$ cat src/rtl/mem_seq.sv
// mem_seq: single-outstanding load/store sequencer between execute stage and data bus.
// Optional split (two-beat) handling of word-crossing accesses under `MEM_MISALIGN_EN`.
package mem_ctrl_pkg;
    typedef enum logic [2:0] {
        NONE, READ_B, READ_H, READ_W, STORE_B, STORE_H, STORE_W
    } mem_ctrl_t;
endpackage

module mem_seq
    import mem_ctrl_pkg::*;
#(
    parameter int TIMEOUT_CYC = 255
) (
    input  logic        clk,
    input  logic        rst,
    input  logic        start,
    input  mem_ctrl_t   mem_ctrl,
    input  logic        load_unsigned,
    input  logic [31:0] addr,
    input  logic [31:0] wdata,
    output logic        busy,
    output logic        done,
    output logic        fault,
    output logic [31:0] rdata,
    output logic        bus_req,
    output logic        bus_we,
    output logic [31:0] bus_addr,
    output logic [31:0] bus_wdata,
    output logic [3:0]  bus_strb,
    input  logic        bus_gnt,
    input  logic        bus_rvalid,
    input  logic [31:0] bus_rdata
);

    localparam int CW = (TIMEOUT_CYC < 2) ? 1 : $clog2(TIMEOUT_CYC + 1);

`ifdef MEM_MISALIGN_EN
    typedef enum logic [2:0] {IDLE, REQ, RESP, REQ2, RESP2, DONE} state_t;
`else
    typedef enum logic [1:0] {IDLE, REQ, RESP, DONE} state_t;
`endif

    // 0 = byte, 1 = half, 2 = word
    function automatic logic [1:0] acc_size(input mem_ctrl_t c);
        case (c)
            READ_H, STORE_H: return 2'd1;
            READ_W, STORE_W: return 2'd2;
            default:         return 2'd0;
        endcase
    endfunction

    function automatic logic acc_store(input mem_ctrl_t c);
        return (c == STORE_B) || (c == STORE_H) || (c == STORE_W);
    endfunction

    function automatic logic [3:0] base_mask(input logic [1:0] sz);
        case (sz)
            2'd0:    return 4'b0001;
            2'd1:    return 4'b0011;
            default: return 4'b1111;
        endcase
    endfunction

    function automatic logic [31:0] lane_lo(input logic [1:0] sz, input logic [1:0] off,
                                            input logic [31:0] wd);
        if (sz == 2'd0)
            return {4{wd[7:0]}};
        if (sz == 2'd1 && !off[0])
            return {2{wd[15:0]}};
        return wd << {off, 3'b000};
    endfunction

`ifdef MEM_MISALIGN_EN
    // Bytes of a crossing access that spill into the following word.
    function automatic logic [31:0] lane_hi(input logic [1:0] off, input logic [31:0] wd);
        if (off == 2'd0)
            return 32'd0;
        return wd >> (6'd32 - {1'b0, off, 3'b000});
    endfunction
`endif

    function automatic logic [31:0] extend(input mem_ctrl_t c, input logic uns,
                                           input logic [31:0] sh);
        case (acc_size(c))
            2'd0:    return uns ? {24'd0, sh[7:0]}  : {{24{sh[7]}}, sh[7:0]};
            2'd1:    return uns ? {16'd0, sh[15:0]} : {{16{sh[15]}}, sh[15:0]};
            default: return sh;
        endcase
    endfunction

    state_t        state_reg, state_next;
    logic [CW-1:0] cnt_reg, cnt_next;
    mem_ctrl_t     ctrl_reg, ctrl_next;
    logic          uns_reg, uns_next;
    logic [1:0]    off_reg, off_next;
    logic          done_reg, done_next;
    logic          fault_reg, fault_next;
    logic [31:0]   rdata_reg, rdata_next;
    logic          bus_req_reg, bus_req_next;
    logic          bus_we_reg, bus_we_next;
    logic [31:0]   bus_addr_reg, bus_addr_next;
    logic [31:0]   bus_wdata_reg, bus_wdata_next;
    logic [3:0]    bus_strb_reg, bus_strb_next;
`ifdef MEM_MISALIGN_EN
    logic          split_reg, split_next;
    logic [31:0]   lo_reg, lo_next;
    logic [3:0]    strb_hi_reg, strb_hi_next;
    logic [31:0]   wdata_hi_reg, wdata_hi_next;
    logic [5:0]    sh_amt;
`endif

    logic          timed_out;
    logic          abort;
    logic          misalign;
    logic [1:0]    in_size;
    logic [31:0]   ld_sh;

    always_ff @(posedge clk or posedge rst) begin
        if (rst) begin
            state_reg     <= IDLE;
            cnt_reg       <= '0;
            ctrl_reg      <= NONE;
            uns_reg       <= 1'b0;
            off_reg       <= 2'd0;
            done_reg      <= 1'b0;
            fault_reg     <= 1'b0;
            rdata_reg     <= 32'd0;
            bus_req_reg   <= 1'b0;
            bus_we_reg    <= 1'b0;
            bus_addr_reg  <= 32'd0;
            bus_wdata_reg <= 32'd0;
            bus_strb_reg  <= 4'd0;
`ifdef MEM_MISALIGN_EN
            split_reg     <= 1'b0;
            lo_reg        <= 32'd0;
            strb_hi_reg   <= 4'd0;
            wdata_hi_reg  <= 32'd0;
`endif
        end else begin
            state_reg     <= state_next;
            cnt_reg       <= cnt_next;
            ctrl_reg      <= ctrl_next;
            uns_reg       <= uns_next;
            off_reg       <= off_next;
            done_reg      <= done_next;
            fault_reg     <= fault_next;
            rdata_reg     <= rdata_next;
            bus_req_reg   <= bus_req_next;
            bus_we_reg    <= bus_we_next;
            bus_addr_reg  <= bus_addr_next;
            bus_wdata_reg <= bus_wdata_next;
            bus_strb_reg  <= bus_strb_next;
`ifdef MEM_MISALIGN_EN
            split_reg     <= split_next;
            lo_reg        <= lo_next;
            strb_hi_reg   <= strb_hi_next;
            wdata_hi_reg  <= wdata_hi_next;
`endif
        end
    end

    always_comb begin
        state_next     = state_reg;
        cnt_next       = cnt_reg;
        ctrl_next      = ctrl_reg;
        uns_next       = uns_reg;
        off_next       = off_reg;
        done_next      = 1'b0;
        fault_next     = 1'b0;
        rdata_next     = rdata_reg;
        bus_req_next   = bus_req_reg;
        bus_we_next    = bus_we_reg;
        bus_addr_next  = bus_addr_reg;
        bus_wdata_next = bus_wdata_reg;
        bus_strb_next  = bus_strb_reg;
        abort          = 1'b0;
        timed_out      = (cnt_reg == CW'(TIMEOUT_CYC - 1));
        in_size        = acc_size(mem_ctrl);
        ld_sh          = bus_rdata >> {off_reg, 3'b000};
`ifdef MEM_MISALIGN_EN
        split_next     = split_reg;
        lo_next        = lo_reg;
        strb_hi_next   = strb_hi_reg;
        wdata_hi_next  = wdata_hi_reg;
        sh_amt         = {1'b0, off_reg, 3'b000};
        misalign       = 1'b0;
`else
        misalign       = (in_size == 2'd1 && addr[0]) || (in_size == 2'd2 && addr[1:0] != 2'd0);
`endif

        case (state_reg)
            IDLE: begin
                if (start) begin
                    ctrl_next = mem_ctrl;
                    uns_next  = load_unsigned;
                    off_next  = addr[1:0];
                    cnt_next  = '0;
                    if (mem_ctrl == NONE) begin
                        state_next = DONE;
                        done_next  = 1'b1;
                        rdata_next = 32'd0;
                    end else if (misalign) begin
                        abort = 1'b1;
                    end else begin
                        state_next     = REQ;
                        bus_req_next   = 1'b1;
                        bus_we_next    = acc_store(mem_ctrl);
                        bus_addr_next  = {addr[31:2], 2'b00};
                        bus_strb_next  = acc_store(mem_ctrl) ? (base_mask(in_size) << addr[1:0]) : 4'd0;
                        bus_wdata_next = lane_lo(in_size, addr[1:0], wdata);
`ifdef MEM_MISALIGN_EN
                        split_next    = ({1'b0, addr[1:0]} + {1'b0, in_size == 2'd2, in_size == 2'd1,
                                         in_size == 2'd0}) > 3'd4;
                        strb_hi_next  = acc_store(mem_ctrl) ?
                                        (base_mask(in_size) >> (3'd4 - {1'b0, addr[1:0]})) : 4'd0;
                        wdata_hi_next = lane_hi(addr[1:0], wdata);
`endif
                    end
                end
            end
            REQ: begin
                cnt_next = cnt_reg + CW'(1);
                if (bus_gnt) begin
                    state_next   = RESP;
                    cnt_next     = '0;
                    bus_req_next = 1'b0;
                end else if (timed_out) begin
                    abort = 1'b1;
                end
            end
            RESP: begin
                cnt_next = cnt_reg + CW'(1);
                if (bus_rvalid) begin
`ifdef MEM_MISALIGN_EN
                    if (split_reg) begin
                        lo_next        = bus_rdata;
                        state_next     = REQ2;
                        cnt_next       = '0;
                        bus_req_next   = 1'b1;
                        bus_addr_next  = bus_addr_reg + 32'd4;
                        bus_strb_next  = strb_hi_reg;
                        bus_wdata_next = wdata_hi_reg;
                    end else
`endif
                    begin
                        state_next = DONE;
                        done_next  = 1'b1;
                        rdata_next = acc_store(ctrl_reg) ? 32'd0 : extend(ctrl_reg, uns_reg, ld_sh);
                    end
                end else if (timed_out) begin
                    abort = 1'b1;
                end
            end
`ifdef MEM_MISALIGN_EN
            REQ2: begin
                cnt_next = cnt_reg + CW'(1);
                if (bus_gnt) begin
                    state_next   = RESP2;
                    cnt_next     = '0;
                    bus_req_next = 1'b0;
                end else if (timed_out) begin
                    abort = 1'b1;
                end
            end
            RESP2: begin
                cnt_next = cnt_reg + CW'(1);
                if (bus_rvalid) begin
                    // A split access always has off != 0, so both shifts stay below 32.
                    state_next = DONE;
                    done_next  = 1'b1;
                    rdata_next = acc_store(ctrl_reg) ? 32'd0 :
                                 extend(ctrl_reg, uns_reg, (lo_reg >> sh_amt) | (bus_rdata << (6'd32 - sh_amt)));
                end else if (timed_out) begin
                    abort = 1'b1;
                end
            end
`endif
            DONE: begin
                state_next = IDLE;
            end
            default: begin
                state_next = IDLE;
            end
        endcase

        if (abort) begin
            state_next   = DONE;
            bus_req_next = 1'b0;
            done_next    = 1'b1;
            fault_next   = 1'b1;
            rdata_next   = 32'd0;
        end
    end

    assign busy      = (state_reg != IDLE);
    assign done      = done_reg;
    assign fault     = fault_reg;
    assign rdata     = rdata_reg;
    assign bus_req   = bus_req_reg;
    assign bus_we    = bus_we_reg;
    assign bus_addr  = bus_addr_reg;
    assign bus_wdata = bus_wdata_reg;
    assign bus_strb  = bus_strb_reg;

endmodule

$ cat config.mk
export PLATFORM = sky130hd
export DESIGN_NAME = mem_seq
export DESIGN_NICKNAME = d
export VERILOG_FILES = /design/src/rtl/mem_seq.sv
export SDC_FILE = /design/constraint.sdc
export NUM_CORES = 1
export LEC_CHECK = 0
export BUFFER_PORTS_ARGS = -buffer_cell sky130_fd_sc_hd__buf_2
export CORE_ASPECT_RATIO = 0.75
export CORE_MARGIN = 2
export CORE_UTILIZATION = 50
export CTS_CLUSTER_DIAMETER = 100
export DETAILED_ROUTE_END_ITERATION = 16
export PLACE_DENSITY_LB_ADDON = 0.1
export SYNTH_ARGS = -nofsm -noshare
export SYNTH_HDL_FRONTEND = slang
export SYNTH_SLANG_ARGS = --single-unit
$ cat constraint.sdc
create_clock -name clk -period 5.2 [get_ports clk]
set_input_delay 0.78 -clock clk [delete_from_list [all_inputs] [get_ports clk]]
set_output_delay 0.78 -clock clk [all_outputs]
set_load 0.02 [all_outputs]
==> results list, run 1 <==
- Total gr overflow: 0
- The clock net in this run drives a total of 118 sinks.
* Number of buffers added for setup after CTS: 0
- Data on the critical path arrives at its endpoint at 3.59 ns.
* Path type of the worst min-delay path: reg -> reg
- Cells after Synth: 691
* Detailed-route wire length per cell: 16.61 um
- Each instance of the synthesized netlist takes up on average 9.008 sq um.
- Number of buffers created by CTS: 17
- In this run, distinct cell masters in the synthesized netlist total 58.
* Post-detailed-placement half-perimeter wirelength: 12600 um
* Cell-by-cell trace of the critical path: inv_1 -> ha_1 -> inv_1 -> o21ai_0 -> a21oi_1 -> nor2_1 -> a22o_1
- Setup repair after global routing missed its margin: false
- Final period utilization: 62.44%
- Along the worst path, the maximum fanout reaches 16.
- Synth async-reset ratio: 100.0%
- Clock-pin slew was measured on the worst setup and hold paths at 0.06 ns.
- Yosys Warn Count: 0
- The internal power of the cells totals 2.718 mW.
- After routing, the total negative slack on setup checks comes to 0 ns.
- In this run the count of I/O pins placed on the die edge is 210.
- Vias: 5903
* Fill cell count: 1065
- Switching share of power: 42.28%
* Cell with the most instances after synthesis: sky130_fd_sc_hd__nand2_1
- Met2 global-route usage: 40.81%
- Worst slack at placement: 1.613 ns
- After detailed routing, the number of remaining DRC violations is 0.
- Nets: 992
* Cell Area, Synth: 0.006225 sq mm
* Area growth syn-to-layout: 27.66%
- CTS max path bufs: 2
* Worst slew slack as a fraction of its limit: 21.40%
- DR pass1 iterations: 6
- Met1 GRT Util: 38.39%
- Summed over all layers, the routed wires come to 17610 um.
- Once the floorplan was initialized, standard cells occupied 50.95% of the core.
* Slowest-stage cell, CP: sky130_fd_sc_hd__nor2_1
- Nature of the critical path endpoint: register
* Number of pins with negative max-slew slack in the final report: 0
- Entering global routing, the biggest net connects 69 pins.
- In this run, the number of DRC markers left after iteration 0 of detailed routing was 408.
- Sequential share of power: 32.3%
- Worst stage delay on the critical path: 0.96 ns
- Via count of the first global-routing pass: 5545
- Start-to-end type of the worst setup path: reg -> reg
- Global placement routability congestion: 0.8901
- Maximum clock rate: 0.3080 GHz
- After clock tree synthesis, the flow added hold-fix buffers numbering 0.
- Commonest cells in the synthesized netlist: 169 x sky130_fd_sc_hd__nand2_1, 118 x sky130_fd_sc_hd__dfrtp_1, 50 x sky130_fd_sc_hd__nor2_1, 46 x sky130_fd_sc_hd__a21oi_1, 45 x sky130_fd_sc_hd__o21ai_0
- Startpoint type of the worst setup path: register
* GR Util All Layers: 26.54%
- The detail route stage leaves a number of antenna-violating nets equal to 0.
- The floorplan has 35 rows.
* Net switching power: 1.991 mW
* Die ar.: 0.01337 sq mm
- In this run the tool buffered the top-level ports with 207 buffer cells.
- The clock arrives with 0.01297 ns of skew.
- Cell accounting for the most synthesized area: sky130_fd_sc_hd__dfrtp_1
- Max capacitance violation total: 0
- For this run, the leading register cell type out of synthesis is sky130_fd_sc_hd__dfrtp_1.
- Global-route wire length before repair: 28320 um
- Antenna fix cells: 0
- Number of synthesized flops with an enable pin: 0
* Quantity of gates resized following cts: 0
- STA puts the critical path data required time at 5.54 ns.
- Leakage power: 4.098 nW
- Measured along the y axis, the die boundary spans 100.6 um.
* Most used routing layer in global routing: met2
- TritonCTS built the clock tree.
* Area share of the leading cell type in the synthesized netlist: 47.44%
* Clock network power share: 25.2%
* Number of storage elements in the synthesis netlist: 118
* Average vias per placed instance: 5.569
* Crit path max-delay family: compound AO/OA/AOI/OAI gates
- Buffer and inverter count on the worst path: 2
* Combinational cell fraction of total power: 42.5%
- Clk_lat worst skew: 0.41 ns
- Global Route met3 Usage: 5.530%
- The floorplan step set the die width to 132.8 um.
* Sequential area share after synthesis: 47.44%
- Final hold violation count: 0
* Core region area: 0.01222 sq mm
- The run finished with clean final reports.
- The routed design could run at a clock period as short as 3.247 ns.
* Initial antenna violation count: 0
- For the pin with the worst max-slew slack, the measured transition is 1.175 ns.
* Cell chosen for the clock root: sky130_fd_sc_hd__clkbuf_16
* Most Frequent Cell on Critical Path: sky130_fd_sc_hd__inv_1
* Power per Cell Area: 592.5 mW/mm^2
- Yosys attributes the largest share of cell area to sky130_fd_sc_hd__dfrtp_1 47%, sky130_fd_sc_hd__nand2_1 10%, sky130_fd_sc_hd__a21oi_1 3.7%.
- Across the VDD grid, the largest voltage drop is 0.0003510 V.
* Final worst-path setup slack: 1.953 ns
* Fraction of final layout cells with drive strength greater than 1: 31.66%
- Deepest level of the CTS H-tree: 4
- Setup violations remaining at the end of the flow were counted as 0.
-- placed cells by master (no fill, tap or decap), drive strengths merged, types with 3 or more instances in the layout --
master and n:
nor2 50, a221oi 8, nand3 7, a211o 14, and3 9, nand2b 11, o31ai 4, a21oi 46
buf 214, mux2i 21, a31oi 4, a22oi 7, nor2b 11, a21o 4, nor3 12, dfrtp 118
ha 6, a32o 7, nand4 5, and2 3, nand2 169, o21ai 57, a22o 11, mux2 14
o311ai 6, inv 17, clkbuf 18, clkinvlp 3
-- power groups by stage --
stage               combinational [mW]  clock (mW)  sequential [mW]
finish                            2.00        1.19             1.52
global route                      2.19        1.26             1.57
CTS                               2.00        1.21             1.52
detailed placement                1.99           0             1.53
global placement                  1.94           0             1.52
floorplan                         1.01           0             1.87
-- logic make-up after synthesis --
group,after synthesis,share of synthesized area [%]
AND/OR/NAND/NOR,287,20.10
AO/OA/AOI/OAI,184,20.28
flip-flops,118,47.44
buffers and inverters,54,3.719
multiplexers,37,6.633
adder cells (fa/ha/maj),6,1.206
XOR/XNOR,4,0.5629
other,1,0.06024
-- tightest hold or removal path, stage by stage, from the launching register on --
cell and delay, ns:
sky130_fd_sc_hd__dfrtp_1 0.33, sky130_fd_sc_hd__nand2_1 0.05, sky130_fd_sc_hd__nand2_1 0.05
-- cell type report --
cell class / instances / area [sq um] / share of cell area [%]
Clock inverter: 14 / 163.9 / 2.063
Inverter: 10 / 40.04 / 0.5039
Sequential cell: 118 / 2953 / 37.16
Timing Repair Buffer: 214 / 1089 / 13.70
Tap cell: 166 / 207.7 / 2.614
Clock buffer: 18 / 439.2 / 5.527
Multi-Input combinational cell: 520 / 3054 / 38.43
-- per-stage QoR --
| step | cell area [sq um] | util, % | power (mW) | instances | hold slack (ns) |
|---|---|---|---|---|---|
| after global routing | 7946 | 65.04 | 5.018 | 1060 | 0.4847 |
| final | 7946 | 65.04 | 4.709 | 1060 | 0.4660 |
| after floorplan | 6228 | - | 2.874 | 692 | 0.4507 |
| after detailed placement | 7343 | 60.10 | 3.524 | 1028 | 0.4568 |
| after CTS | 7946 | 65.04 | 4.731 | 1060 | 0.4714 |
| after global placement | 7343 | 60.10 | 3.454 | 1028 | 0.4519 |
-- final timing paths --
| path | startpoint | endpoint | slack, ns | cells after the start |
|---|---|---|---|---|
| max in group asynchronous | rst | bus_addr[24] | 3.43 | 3 |
| worst min register to register | bus_addr[22] | bus_addr[22] | 0.47 | 2 |
| worst max register to register | state_reg[0] | rdata[12] | 1.95 | 7 |
| worst max-delay path | state_reg[0] | rdata[12] | 1.95 | 7 |
| worst min-delay path | bus_addr[22] | bus_addr[22] | 0.47 | 2 |
| min in group asynchronous | rst | rdata[25] | 0.55 | 2 |
-- metal layers --
layer	share of wire, %	wire (um)	up-vias
li1	-	-	2814
met1	46	8101	2850
met2	46	8133	223
met3	6.6	1165	16
met4	1.2	204	0
met5	0	0	-
Power figures use the tool's default switching activity.
==> inputs of run 2 (changes only) <==
- clock period: 5.2 -> 3.22 ns (I/O delays scaled with it)
==> results list, run 2 (synthesized netlist as in run 1, its figures left out) <==
* Post-route clock skew: 0.009918 ns
* Total detailed-routing wirelength: 18030 um
- End-of-flow core utilization: 65.69%
- Setup repair after global routing missed its margin: false
- STA classifies the critical path endpoint as a register.
- Worst slew slack as a fraction of its limit: 18.60%
* Area growth syn-to-layout: 28.94%
- Average vias per placed instance: 5.652
- Global Route met3 Usage: 5.078%
- Entering global routing, the biggest net connects 119 pins.
- Nets: 999
* Total gr overflow: 0
- In this run the horizontal extent of the chip is 132.8 um.
- Critical path required time: 3.57 ns
- The repair_antennas step left the layout with diodes totalling 0.
- The core region is 0.01222 sq mm.
* Most common cell after layout, fill and taps aside: sky130_fd_sc_hd__buf_2
- Die ar.: 0.01337 sq mm
- For this run, the number of standard cells in the final layout without fillers is 1067.
* Final hold violation count: 0
- Routability-driven placement finished with a final weighted congestion of 0.9159.
* Commonest non-fill, non-tap cells in the layout: 207 x sky130_fd_sc_hd__buf_2, 169 x sky130_fd_sc_hd__nand2_1, 118 x sky130_fd_sc_hd__dfrtp_1
- I/O pin total: 210
- Clock-pin slew was measured on the worst setup and hold paths at 0.06 ns.
- Global routing used 26.67% of the available tracks across all layers.
- Counting both buffers and inverters, the worst setup path holds a total of 2.
- In this run the number of cells on the critical path is 7.
- Run status: finished clean
- Number of buffers added for setup after CTS: 0
- Number of antenna-violating nets in the routed design: 0
- In this run the vertical extent of the chip is 100.6 um.
* Cell chosen for the clock root: sky130_fd_sc_hd__clkbuf_16
- Clk_lat worst skew: 0.41 ns
- Start-to-end type of the worst setup path: reg -> reg
- Across the run, the number of max-cap violations was 0.
- For this block, the initial DRC count from the detailed router was 489.
* VDD IR max: 0.0005411 V
- Detailed-route wire length per cell: 16.90 um
- The number of pins with negative max-slew slack in the final report was 0.
* Pin slew with the least headroom to its limit: 1.217 ns
- The initial utilization of the core area, before any placement, comes to 50.95%.
- Number of buffers created by CTS: 17
* Sinks on Clock Net: 118
* Fin crit period: 2.908 ns
* Placement Rows: 35
* Post-detailed-placement half-perimeter wirelength: 12560 um
- Number of buffers added on ports: 207
- Before CTS, the worst setup slack after placement is 0.2908 ns.
- The pre-antenna-repair detailed-routing pass consisted of 5 iterations.
- Along the worst path, the maximum fanout reaches 16.
* Number of placed instances, taps included: 1035
- Post-Route Setup TNS: 0 ns
- STA classifies the critical path startpoint as a register.
- Final period utilization: 90.30%
* CP Data Arrival Time: 3.26 ns
* Power per Cell Area: 956.9 mW/mm^2
- For this block, the via count after detailed routing is 6031.
- Most Frequent Cell on Critical Path: sky130_fd_sc_hd__inv_1
- Number of cell instances on the worst register-to-register path: 7
- Global routing consumed, on the met2 layer, 41.45% of the routing resources.
* Clock tree from TritonCTS: done
- Most used routing layer in global routing: met2
* Number of setup violations in the final report: 0
- The kind of cell with the highest combined delay along the critical path is compound AO/OA/AOI/OAI gates.
* Maximum clock rate: 0.3439 GHz
- The first global-routing pass estimated 28150 um of wire.
* CTS max path bufs: 2
* Leakage power: 4.136 nW
- The path class of the tightest hold or removal check is in -> async.
* Via count of the first global-routing pass: 5599
- Initial antenna violation count: 0
- Quantity of gates resized following cts: 0
* Fraction of final layout cells with drive strength greater than 1: 32.19%
- Deepest level of the CTS H-tree: 4
- For this run, design rule violations remaining after detail routing come to 0.
- Setup slack on the critical path of the routed design comes to 0.3123 ns.
- Hold buffer count at cts: 0
- On the critical path, the stage with the largest delay is an instance of sky130_fd_sc_hd__nor2_1.
- Met1 GRT Util: 37.92%
- Worst stage delay on the critical path: 0.94 ns
- Cell-by-cell trace of the critical path: inv_1 -> ha_1 -> inv_1 -> o21ai_0 -> a21oi_1 -> nor2_1 -> a22o_1
run 2: cell types whose count changed in the layout (fill, tap and decap cells not counted), sizes merged:
cell and change:
clkinvlp +2, buf +7, clkinv -2
run 2: routing by layer:
metal  vias to the layer above  share of wire, %
met5                         -                 0
met4                         0               1.8
met3                        29               6.5
met2                       265                46
met1                      2903                46
li1                       2834                 -
run 2: area by class of cell:
type,count,area (sq um)
repair buffers,221,1166
inverters,10,41.29
fillers,1081,4192
multi-input cells,520,3054
well taps,166,207.7
clock buffers,18,439.2
flip-flops and latches,118,2953
clock inverters,14,165.2
run 2: path summary, 6_finish.rpt:
kind,startpoint,end,slack [ns]
max,state_reg[0],rdata[8],0.31
min in group clk,addr[23],bus_addr[23],0.26
min,rst,state_reg[0],0.21
min reg2reg,bus_wdata[4],bus_wdata[4],0.47
max reg2reg,state_reg[0],rdata[8],0.31
max in group asynchronous,rst,off_reg[1],2.48
run 2: worst min-delay path, stage by stage:
cell,delay [ns]
sky130_fd_sc_hd__buf_2,0.11
sky130_fd_sc_hd__clkinvlp_4,0.07
sky130_fd_sc_hd__buf_12,0.42
run 2: power by group:
part	total [mW]	switching, mW	internal (mW)
combinational	3.34	2.15	1.19
sequential	2.40	0.342	2.06
clock	1.94	0.755	1.18
run 2: stage by stage:
stage,instance area [sq um],power [mW],hold slack [ns]
after floorplan,6232,4.641,0.4507
after detailed placement,7422,5.737,0.4569
after global routing,8026,8.162,0.2504
after CTS,8026,7.713,0.2509
final,8026,7.681,0.2122
after global placement,7422,5.624,0.4530
